## config.mk

```make
export PLATFORM = sky130hd
export DESIGN_NAME = aes_block_serializer_flat
export DESIGN_NICKNAME = d
export VERILOG_FILES = /design/src/rtl/aes_block_serializer_pkg.sv /design/src/rtl/aes_block_serializer_if.sv /design/src/rtl/aes_block_serializer.sv /design/src/flat_wrapper.sv
export SDC_FILE = /design/constraint.sdc
export NUM_CORES = 1
export LEC_CHECK = 0
export BUFFER_PORTS_ARGS = -buffer_cell sky130_fd_sc_hd__buf_4
export CORE_MARGIN = 2
export CORE_UTILIZATION = 55
export DETAILED_ROUTE_END_ITERATION = 10
export PLACE_DENSITY = 0.83
export SLEW_MARGIN = 20
export SYNTH_ARGS = -nofsm -noshare
export SYNTH_HDL_FRONTEND = slang
export SYNTH_SLANG_ARGS = --single-unit
```

## constraint.sdc

```tcl
create_clock -name clk -period 2.5 [get_ports clk]
set_clock_uncertainty 0.05 [all_clocks]
set_input_delay 0.125 -clock clk [delete_from_list [all_inputs] [get_ports clk]]
set_output_delay 0.125 -clock clk [all_outputs]
set_load 0.02 [all_outputs]
```

## src/rtl/aes_block_serializer_pkg.sv

```systemverilog
// Shared types and sizing helpers for the AES block serializer.
package aes_ser_pkg;

    localparam int AES_BLOCK_W = 128;
    localparam int AES_BUS_W   = 32;

    typedef enum logic {
        SER_IDLE,
        SER_SHIFT
    } ser_state_t;

    function automatic int nwords(input int in_w, input int out_w);
        return in_w / out_w;
    endfunction

endpackage

```

## src/rtl/aes_block_serializer_if.sv

```systemverilog
// Block-in / word-out stream bundle. master = the serializer, slave = its environment.
interface aes_block_serializer_if
    import aes_ser_pkg::*;
#(
    parameter int IN_W  = AES_BLOCK_W,
    parameter int OUT_W = AES_BUS_W
);
    localparam int IDX_W = $clog2(nwords(IN_W, OUT_W));

    logic              in_valid;
    logic              in_ready;
    logic [IN_W-1:0]   in_data;
    logic              out_valid;
    logic              out_ready;
    logic [OUT_W-1:0]  out_data;
    logic              out_last;
    logic [IDX_W-1:0]  out_idx;

    modport master (
        input  in_valid, in_data, out_ready,
        output in_ready, out_valid, out_data, out_last, out_idx
    );

    modport slave (
        output in_valid, in_data, out_ready,
        input  in_ready, out_valid, out_data, out_last, out_idx
    );

endinterface

```

## src/rtl/aes_block_serializer.sv

```systemverilog
// Width down-converter: takes one IN_W block and emits IN_W/OUT_W words with
// valid/ready on both sides, word index, last flag and bubble-free block chaining.
module aes_block_serializer
    import aes_ser_pkg::*;
#(
    parameter int IN_W      = AES_BLOCK_W,
    parameter int OUT_W     = AES_BUS_W,
    parameter bit MSB_FIRST = 1'b1
) (
    input  logic                   clk,
    input  logic                   reset,
    aes_block_serializer_if.master bus,
    output logic                   busy
);

    localparam int NWORDS = nwords(IN_W, OUT_W);
    localparam int CNT_W  = $clog2(NWORDS);
    localparam logic [CNT_W-1:0] LAST_IDX = CNT_W'(NWORDS - 1);

    if ((IN_W % OUT_W) != 0 || NWORDS < 2) begin : g_bad_params
        $error("aes_block_serializer: IN_W must be a multiple of OUT_W giving at least two words");
    end

    ser_state_t       state, state_nxt;
    logic [IN_W-1:0]  sreg, sreg_nxt;
    logic [CNT_W-1:0] cnt, cnt_nxt;

    logic             last;
    logic [OUT_W-1:0] word;

    assign last = (cnt == LAST_IDX);
    assign word = MSB_FIRST ? sreg[IN_W-1 -: OUT_W] : sreg[OUT_W-1:0];
    assign busy = (state == SER_SHIFT);

    // NOTE: sequential state uses non-blocking assignments so every register
    // samples the pre-edge values, independent of statement order.
    // NOTE: the shift register is reset too (not left as don't-care storage),
    // so a mid-block reset discards the held block completely.
    always_ff @(posedge clk) begin
        if (reset) begin
            state <= SER_IDLE;
            sreg  <= '0;
            cnt   <= '0;
        end else begin
            state <= state_nxt;
            sreg  <= sreg_nxt;
            cnt   <= cnt_nxt;
        end
    end

    // NOTE: every signal written here gets a default first, so no path through
    // the case statement can leave one unassigned and infer a latch.
    always_comb begin
        state_nxt     = state;
        sreg_nxt      = sreg;
        cnt_nxt       = cnt;
        bus.in_ready  = 1'b0;
        bus.out_valid = 1'b0;
        bus.out_data  = '0;
        bus.out_last  = 1'b0;
        bus.out_idx   = '0;

        unique case (state)
            SER_IDLE: begin
                bus.in_ready = 1'b1;
                if (bus.in_valid) begin
                    state_nxt = SER_SHIFT;
                    sreg_nxt  = bus.in_data;
                    cnt_nxt   = '0;
                end
            end

            SER_SHIFT: begin
                bus.out_valid = 1'b1;
                bus.out_data  = word;
                bus.out_last  = last;
                bus.out_idx   = cnt;
                if (bus.out_ready) begin
                    if (last) begin
                        // Final word leaving: chain straight into the next block if one waits.
                        bus.in_ready = 1'b1;
                        if (bus.in_valid) begin
                            sreg_nxt = bus.in_data;
                            cnt_nxt  = '0;
                        end else begin
                            state_nxt = SER_IDLE;
                            sreg_nxt  = '0;
                            cnt_nxt   = '0;
                        end
                    end else begin
                        sreg_nxt = MSB_FIRST ? (sreg << OUT_W) : (sreg >> OUT_W);
                        cnt_nxt  = cnt + CNT_W'(1);
                    end
                end
            end

            default: begin
                state_nxt = SER_IDLE;
            end
        endcase
    end

endmodule

```

## src/flat_wrapper.sv

```systemverilog
// flat-port wrapper written by rule: the top's interface ports become plain ports
module aes_block_serializer_flat import aes_ser_pkg::*;
#(
    parameter int IN_W      = AES_BLOCK_W,
    parameter int OUT_W     = AES_BUS_W,
    parameter bit MSB_FIRST = 1'b1
)
  (clk, reset, busy, bus_in_valid, bus_in_data, bus_out_ready, bus_in_ready, bus_out_valid, bus_out_data, bus_out_last, bus_out_idx);
  aes_block_serializer_if #(.IN_W(IN_W), .OUT_W(OUT_W)) bus_i ();
  input  logic clk;
  input  logic reset;
  output logic busy;
  input wire logic [$bits(bus_i.in_valid)-1:0] bus_in_valid;
  input wire logic [$bits(bus_i.in_data)-1:0] bus_in_data;
  input wire logic [$bits(bus_i.out_ready)-1:0] bus_out_ready;
  output wire logic [$bits(bus_i.in_ready)-1:0] bus_in_ready;
  output wire logic [$bits(bus_i.out_valid)-1:0] bus_out_valid;
  output wire logic [$bits(bus_i.out_data)-1:0] bus_out_data;
  output wire logic [$bits(bus_i.out_last)-1:0] bus_out_last;
  output wire logic [$bits(bus_i.out_idx)-1:0] bus_out_idx;
  assign bus_i.in_valid = bus_in_valid;
  assign bus_i.in_data = bus_in_data;
  assign bus_i.out_ready = bus_out_ready;
  assign bus_in_ready = bus_i.in_ready;
  assign bus_out_valid = bus_i.out_valid;
  assign bus_out_data = bus_i.out_data;
  assign bus_out_last = bus_i.out_last;
  assign bus_out_idx = bus_i.out_idx;
  aes_block_serializer #(.IN_W(IN_W), .OUT_W(OUT_W), .MSB_FIRST(MSB_FIRST)) u_core (.clk(clk), .reset(reset), .bus(bus_i), .busy(busy));
endmodule
```

==> results of run 1 <==
## final cells by class
class,count,area share
inverter,97,0.0384
antenna,1,0.000264
multi-input combinational,432,0.321
timing repair buffer,312,0.288
sequential,131,0.277
clock buffer,24,0.0509
clock inverter,6,0.00581
tap,143,0.0189
## per-layer routing
metal  share of wire  GRT usage  wire [um]  vias up
li1                -          -          -     3133
met1            0.40      0.414       8590     3170
met2            0.50      0.585      10600      373
met3           0.074     0.0577       1570       54
met4           0.026      0.135        559        0
met5               0          0          0        -
## cells by family (layout without fill, tap and decap cells)
logic type / Yosys count / after routing / synth area share
flip-flops: 131 / 131 / 0.410
multiplexers: 2 / 2 / 0.00313
AO/OA/AOI/OAI: 292 / 292 / 0.349
AND/OR/NAND/NOR: 136 / 136 / 0.113
adder cells (fa/ha/maj): 2 / 2 / 0.00391
buffers and inverters: 181 / 439 / 0.121
other: 0 / 1 / 0
## where the power goes
part	switching (W)	internal, W	total [W]
sequential	0.0000720	0.00226	0.00234
clock	0.000878	0.00143	0.00230
combinational	0.000536	0.000557	0.00109
## worst max-delay path, cell delays in order (launching register included)
cell and delay (ps):
dfxtp_1 450, ha_4 200, buf_4 500, and2_1 210, buf_4 130
## state kept, by name, summed over array words and instances, names as in the netlist
name	flops
u_core.busy	1
u_core.cnt	2
u_core.sreg	128
## through the flow
stage | setup slack (ps) | power [W] | util | instance area [sq um]
6_report | 403 | 0.00573 | 0.833 | 9470
5_1_grt | 325 | 0.00591 | 0.833 | 9470
4_1_cts | 445 | 0.00567 | 0.833 | 9470
3_5_place_dp | 734 | 0.00325 | 0.673 | 7650
3_3_place_gp | 799 | 0.00321 | 0.673 | 7650
2_1_floorplan | 866 | 0.00292 | - | 6400
## layout by cell type, fill, tap and decap left out, types with 32 or more instances in the layout
| cell type | instances |
|---|---|
| buf_4 | 179 |
| dfxtp_1 | 131 |
| dlygate4sd3_1 | 128 |
| inv_1 | 97 |
| a21oi_1 | 97 |
| o211a_1 | 96 |
| o211ai_1 | 64 |
| and2_1 | 35 |
| nor2_1 | 34 |
| nand2b_1 | 32 |
| nand3_1 | 32 |
| a32oi_1 | 32 |
## repair_timing
| item | 4_1_cts | 5_1_grt |
|---|---|---|
| resized for setup | 0 | 0 |
| setup buffers | 0 | 0 |
| hold endpoints to repair | 128 | 0 |
| hold buffers | 128 | 0 |
## worst min-delay path by stage
stage	endpoint	startpoint	slack, ps
2_1_floorplan	u_core.sreg[100]	bus_in_data[100]	230
3_3_place_gp	u_core.sreg[85]	bus_in_data[85]	320
3_5_place_dp	u_core.sreg[86]	bus_in_data[86]	320
4_1_cts	u_core.busy	bus_in_valid	110
5_1_grt	u_core.busy	bus_in_valid	140
6_report	u_core.busy	bus_in_valid	140
==> qor.csv, run 1 <==
metric,value,unit
GRT Util Overall,0.336,
Commonest cells post-synth,"131 x dfxtp_1, 97 x a21oi_1, 97 x inv_1, 96 x o211a_1, 64 x o211ai_1",
Detailed Route WL,21300,um
Pleak,4.51,nW
Period minus WS final,2100,ps
CTS Sinks,131,
vias,6730,
FP Rows,39,
core box area,11400,sq um
Ys Warns,0,
Critical Path Start Type,register,
Hold Fails Final Rpt,0,
Hold Crit Class,primary input to register,
r2r setup slk,650,ps
area of the multi-input gates,3040,sq um
number of synthesized flops with an enable pin,0,
Overflow after GRT,0,
Max-slew headroom,0.551,
Tightest Pin Transition,673,ps
post-DP HPWL,11300,um
Mapped Nets,878,
Mean Syn Cell Area,8.60,sq um
Max VDD drop,345,uV
largest net degree at the start of global routing,76,
CTS tree,done,
htree depth,4,
Synth area leaders,"dfxtp_1 41%, o211a_1 15%, a21oi_1 7.6%",
Die Area,12500,sq um
vias in the first global route,6610,
IO Port Bufs,169,
Yosys top cell by area,dfxtp_1,
final hold slack,141,ps
sequential share of the synthesized area,0.410,
Reg-to-Reg Start,u_core.busy,
per-cell via count in the routed design,5.87,
CP required,2330,ps
worst setup path start,u_core.cnt[0],
clock tree buffer depth,2,
first-pass GRT wire length,33700,um
Syn Inst Count,744,
Avg WL per Cell,18.6,um
Synth-to-Final Area Change,48.1,%
placed insts,987,
Iteration-0 DRC Markers,764,
register area,2620,sq um
most common cell in the netlist,dfxtp_1,
Die Y,112,um
Slew Limit Fails,0,
initial antenna violation count,1,
Worst Setup End Kind,output pin,
FILL cells,651,
GPL Wtd Cong,0.818,
fin nets,1125,
r2r endpoint,u_core.sreg[58],
Initial DRT Pass Iterations,5,
Arrival @ worst endpoint,1920,ps
Main synth FF type,dfxtp_1,
Non-Filler Instances,1146,
Antenna Violating Nets Remaining,0,
area share of the leading cell type in the synthesized netlist,0.410,
worst hold stages,3,
status,"finished, final reports clean",
critical path class,register to output pin,
Cell Pwr Density,605,nW/um^2
Synth cell types,22,
Critical Path End,bus_out_last,
CTS Root Cell,clkbuf_16,
total CTS buffers,17,
Final Cycle Share,0.839,
"CTS clk-pin slew, worst paths",60,ps
RSZ-0062 raised after global routing,false,
crit path max fanout,60,
"Cell Area, Synth",6400,sq um
starting density of the core,0.563,
# setup viols final,0,
I/O pin total,170,
#FFs+latches synth,131,
Die W,112,um
worst skew pair latency,420,ps
Post-synth ARST share,0,
fraction of layout cells with a size suffix above 1,0.216,
DRC violation count after routing,0,
max cap viols,0,
worst reg2reg path depth,4,
setup tns final,0,ps
maximum operating frequency,0.477,GHz
Power figures use the tool's default switching activity.
==> inputs of run 2 (changes only) <==
Settings changed: CORE_UTILIZATION 55 to 53, PLACE_DENSITY 0.83 to 0.8.
Clock period 2.5 ns to 2.1 ns, I/O delays scaled along.
==> run 2 against run 1 <==
Effect of this change: worst hold slack gained 48 ps; global-route usage is 2.7 points lower; first-iteration DRC count grew 1.0%; worst setup slack worse by 360 ps; sequential power grew 19%.
==> qor.csv, run 2 (synthesis gave the netlist of run 1 again) <==
metric,value,unit,change
register area,2620,sq um,unchanged
Initial DRT Pass Iterations,6,,+1
clock tree buffer depth,2,,unchanged
Antenna Violating Nets Remaining,0,,unchanged
Hold Fails Final Rpt,0,,unchanged
Period minus WS final,2060,ps,
total CTS buffers,17,,unchanged
Arrival @ worst endpoint,1900,ps,-20 ps
Critical Path End,bus_out_last,,
Die Y,114,um,+1.8%
grt met3 use,0.0622,,+0.00447
critical path class,register to output pin,,
M1 GR Usage,0.395,,-0.0191
Hold Crit Class,primary input to register,,
"commonest non-fill, non-tap cell in the layout",buf_4,,
Detailed Route WL,20400,um,-4.2%
max reg flops,128,,unchanged
Critical Path Start Type,register,,
Die Area,13000,sq um,+3.6%
worst path bufs/invs,2,,unchanged
"CTS clk-pin slew, worst paths",60,ps,about the same
r2r setup slk,120,ps,-530 ps
grt peak-use layer,met2,,
fraction of layout cells with a size suffix above 1,0.220,,+0.00399
Pleak,4.51,nW,about the same
I/O pin total,170,,unchanged
CP cell instances,ha_4 -> buf_12 -> and2_1 -> buf_4,,
worst setup path start,u_core.cnt[0],,
GPL Wtd Cong,0.819,,about the same
# setup viols final,0,,unchanged
Iteration-0 DRC Markers,772,,+1.0%
CTS tree,done,,
starting density of the core,0.537,,-0.0256
first-pass GRT wire length,31900,um,-5.2%
Tot Pwr,0.00688,W,+20%
per-cell via count in the routed design,5.72,,-2.6%
crit path max fanout,73,,+22%
CP required,1950,ps,-380 ps
RSZ-0062 raised after global routing,false,,
setup tns final,0,ps,unchanged
final hold slack,189,ps,+48.4 ps
Worst Setup End Kind,output pin,,
Non-Filler Instances,1150,,+0.35%
Worst Min Path Start,bus_in_valid,,
Final Cycle Share,0.980,,
CTS Sinks,131,,unchanged
post-DP HPWL,11500,um,+1.8%
Reg-to-Reg Start,u_core.busy,,
Tightest Pin Transition,660,ps,-13.3 ps
Largest Register,u_core.sreg,,
FP Rows,40,,+2.6%
Cell Pwr Density,722,nW/um^2,+19%
core box area,11900,sq um,+4.8%
Avg WL per Cell,17.8,um,-4.5%
Critical Path Max Stage Delay,470,ps,-30 ps
maximum operating frequency,0.486,GHz,
IO Port Bufs,169,,unchanged
grt met2 use,0.517,,-0.0677
vias,6575,,-2.3%
Max VDD drop,521,uV,+51%
largest net degree at the start of global routing,76,,unchanged
GRT Util Overall,0.309,,-0.0272
max cap viols,0,,unchanged
fin nets,1123,,-0.18%
initial antenna violation count,1,,unchanged
area of the multi-input gates,3040,sq um,unchanged
htree depth,4,,unchanged
most frequent cells in the layout,"174 x buf_4, 131 x dfxtp_1, 128 x dlygate4sd3_1, 97 x inv_1, 97 x a21oi_1",,
placed insts,988,,+0.10%
r2r endpoint,u_core.sreg[46],,
vias in the first global route,6470,,-2.1%
Die W,114,um,+1.8%
DRC violation count after routing,0,,unchanged
CTS Root Cell,clkbuf_16,,
Synth-to-Final Area Change,48.9,%,
Worst path slowest cell,dfxtp_1,,
Top delay family on crit path,flip-flops,,
Overflow after GRT,0,,unchanged
status,"finished, final reports clean",,
Slew Limit Fails,0,,unchanged
worst skew pair latency,420,ps,about the same
Max-slew headroom,0.560,,+0.00888
Crit. path cell count,4,,unchanged
FILL cells,705,,+8.3%
worst reg2reg path depth,4,,unchanged
## run 2: what timing repair did
action / in CTS / in global routing
resized for setup: 0 / 1
endpoints found under the hold margin: 128 / 0
setup endpoints to repair: 0 / 3
buffers inserted: 0 / 1
hold buffers: 128 / 0
## run 2: per-layer routing
metal	up-vias	part of all wire
met2	348	0.47
li1	3128	-
met3	58	0.069
met1	3041	0.43
met4	0	0.032
met5	-	0
## run 2: worst min path at each step
stage / to / slack, ps / cells after the start
floorplan: u_core.sreg[100] / 210 / 1
global placement: u_core.sreg[86] / 300 / 2
detailed placement: u_core.sreg[83] / 300 / 2
CTS: u_core.busy / 90 / 3
global route: u_core.busy / 190 / 3
finish: u_core.busy / 190 / 3
## run 2: cell type report
type	count	area share
tap	147	0.0193
clock buffer	18	0.0451
clock inverter	14	0.0139
antenna	1	0.000263
sequential	131	0.275
inverter	97	0.0382
timing repair buffer	310	0.288
multi-input combinational	432	0.319
## run 2: worst min-delay path: cells and delay by family
| family | cells | cell delay [ps] |
|---|---|---|
| compound gates | 1 | 100 |
| buf+inv | 2 | 370 |
## run 2: report_power, final
part | internal, W | total, W | switching, W
clock | 0.00164 | 0.00281 | 0.00117
sequential | 0.00269 | 0.00278 | 0.0000876
combinational | 0.000664 | 0.00128 | 0.000619
## run 2: through the flow
stage | worst slack, ps | area, sq um | utilization
after floorplan | 466 | 6400 | -
after detailed placement | 221 | 7670 | 0.644
final | 43.0 | 9530 | 0.800
after global routing | 20.7 | 9530 | 0.800
after CTS | 23.3 | 9520 | 0.799
after global placement | 328 | 7670 | 0.644
==> inputs of run 3 (changes only) <==
Settings changed: CORE_UTILIZATION 53 to 45, PLACE_DENSITY 0.8 to 0.7.
==> run 3 against run 2 <==
Effect of this change: highest routed layer unchanged; combinational power about the same; routed wire length decreased by 3.4%; global-route usage decreased by 5.3 points; critical path type is now register to register; register-to-register slack improved by 60 ps.
==> qor.csv, run 3 (synthesis gave the netlist of run 1 again) <==
metric,value,unit,change
clock tree buffer depth,2,,unchanged
Max VDD drop,547,uV,+4.8%
Non-Filler Instances,1184,,+3.0%
setup tns final,0,ps,unchanged
r2r setup slk,180,ps,+60 ps
Post-Route Utilization,0.685,,-0.114
Max-slew headroom,0.290,,-0.270
Overflow after GRT,0,,unchanged
Die W,123,um,+8.2%
top sig layer,met4,,
# setup viols final,0,,unchanged
WL met3,1140,um,-19%
critical path class,register to register,,
Period minus WS final,1920,ps,-137 ps
initial antenna violation count,0,,-1
worst reg2reg path depth,4,,unchanged
ant diodes,0,,-1
Largest Register,u_core.sreg,,
vias,6370,,-3.1%
largest net degree at the start of global routing,82,,+7.9%
Final Cycle Share,0.914,,-0.0654
GPL Wtd Cong,0.800,,-2.3%
RSZ-0062 raised after global routing,false,,
vias in the first global route,6032,,-6.8%
Detailed Route WL,19700,um,-3.4%
Critical Path Start Type,register,,
Routed met2 length,9140,um,-5.4%
CTS Sinks,131,,unchanged
post-DP HPWL,12100,um,+5.4%
worst skew pair latency,420,ps,about the same
total CTS buffers,17,,unchanged
number of instances resized during post-cts repair,0,,unchanged
fin nets,1127,,+0.36%
fraction of layout cells with a size suffix above 1,0.215,,-0.00442
Die Area,15200,sq um,+17%
Avg WL per Cell,16.7,um,-6.2%
DRC violation count after routing,0,,unchanged
CTS tree,done,,
Iteration-0 DRC Markers,524,,-32%
Hold Crit Class,primary input to register,,
"CTS clk-pin slew, worst paths",60,ps,about the same
Cell Pwr Density,704,nW/um^2,-2.5%
Worst Setup End Kind,register,,
first-pass GRT wire length,30500,um,-4.5%
IO Port Bufs,169,,unchanged
Antenna Violating Nets Remaining,0,,unchanged
CTS Root Cell,clkbuf_16,,
Hold Fails Final Rpt,0,,unchanged
placed insts,1026,,+3.8%
Synth-to-Final Area Change,48.7,%,
maximum operating frequency,0.521,GHz,+7.2%
Hold EP,u_core.busy,,
CP required,2400,ps,+450 ps
Slew Limit Fails,0,,unchanged
Initial DRT Pass Iterations,5,,-1
FILL cells,1063,,+51%
Die Y,123,um,+8.2%
status,"finished, final reports clean",,
worst hold stages,3,,unchanged
htree depth,4,,unchanged
GRT Util Overall,0.256,,-0.0533
Arrival @ worst endpoint,2220,ps,+320 ps
Pleak,4.51,nW,about the same
core box area,13900,sq um,+17%
I/O pin total,170,,unchanged
Reg-to-Reg Start,u_core.cnt[0],,
per-cell via count in the routed design,5.38,,-5.9%
starting density of the core,0.461,,-0.0762
crit path max fanout,33,,-55%
Tot Pwr,0.00669,W,-2.7%
Worst Min Path Start,bus_in_valid,,
max reg flops,128,,unchanged
max cap viols,0,,unchanged
met1 WL,9120,um,+4.9%
FP Rows,43,,+7.5%
"commonest non-fill, non-tap cell in the layout",buf_4,,
r2r endpoint,u_core.sreg[14],,
Tightest Pin Transition,1070,ps,+406 ps
most frequent cells in the layout,"181 x buf_4, 131 x dfxtp_1, 128 x dlygate4sd3_1, 97 x inv_1, 97 x a21oi_1",,
[run 3: final cells by class]
type / instances / area [sq um] / area share
Timing Repair Buffer: 314 / 2740 / 0.288
Multi-Input combinational cell: 432 / 3040 / 0.320
Tap cell: 180 / 225 / 0.0237
Clock buffer: 24 / 462 / 0.0485
Clock inverter: 6 / 57.6 / 0.00605
Sequential cell: 131 / 2620 / 0.276
Inverter: 97 / 364 / 0.0383
[run 3: per-layer routing]
metal,global-route usage,up-vias
li1,-,3125
met1,0.348,2995
met2,0.410,221
met3,0.0457,29
met4,0.0831,0
met5,0,-
[run 3: how the worst max path moves through the flow]
stage                  start               to  slack (ps)
3_5_place_dp   u_core.cnt[0]  u_core.sreg[24]         180
4_1_cts        u_core.cnt[0]  u_core.sreg[24]         170
3_3_place_gp   u_core.cnt[0]  u_core.sreg[16]         330
5_1_grt        u_core.cnt[0]  u_core.sreg[30]           6
2_1_floorplan  u_core.cnt[0]  u_core.sreg[58]         470
6_report       u_core.cnt[0]  u_core.sreg[14]         180
[run 3: power by group]
part           switching [W]  total [W]  internal, W
clock                0.00102    0.00265      0.00163
sequential         0.0000795    0.00278      0.00270
combinational       0.000604    0.00126     0.000660
total                0.00171    0.00669      0.00499
[run 3: per-stage QoR]
stage	worst slack [ps]	instance area (sq um)	hold slack (ps)
after floorplan	466	6400	211
after global placement	328	7710	295
after detailed placement	181	7710	300
after CTS	174	9510	88.4
after global routing	5.92	9510	131
final	180	9510	102
[run 3: what timing repair did]
action,4_1_cts,5_1_grt
hold buffers,128,0
endpoints found under the hold margin,128,0
setup buffers,0,0
[run 3: worst max-delay path: stages, from the launching register on]
cell,delay (ps)
dfxtp_1,430
ha_1,180
a21bo_1,810
a32oi_1,220
nor2_1,140
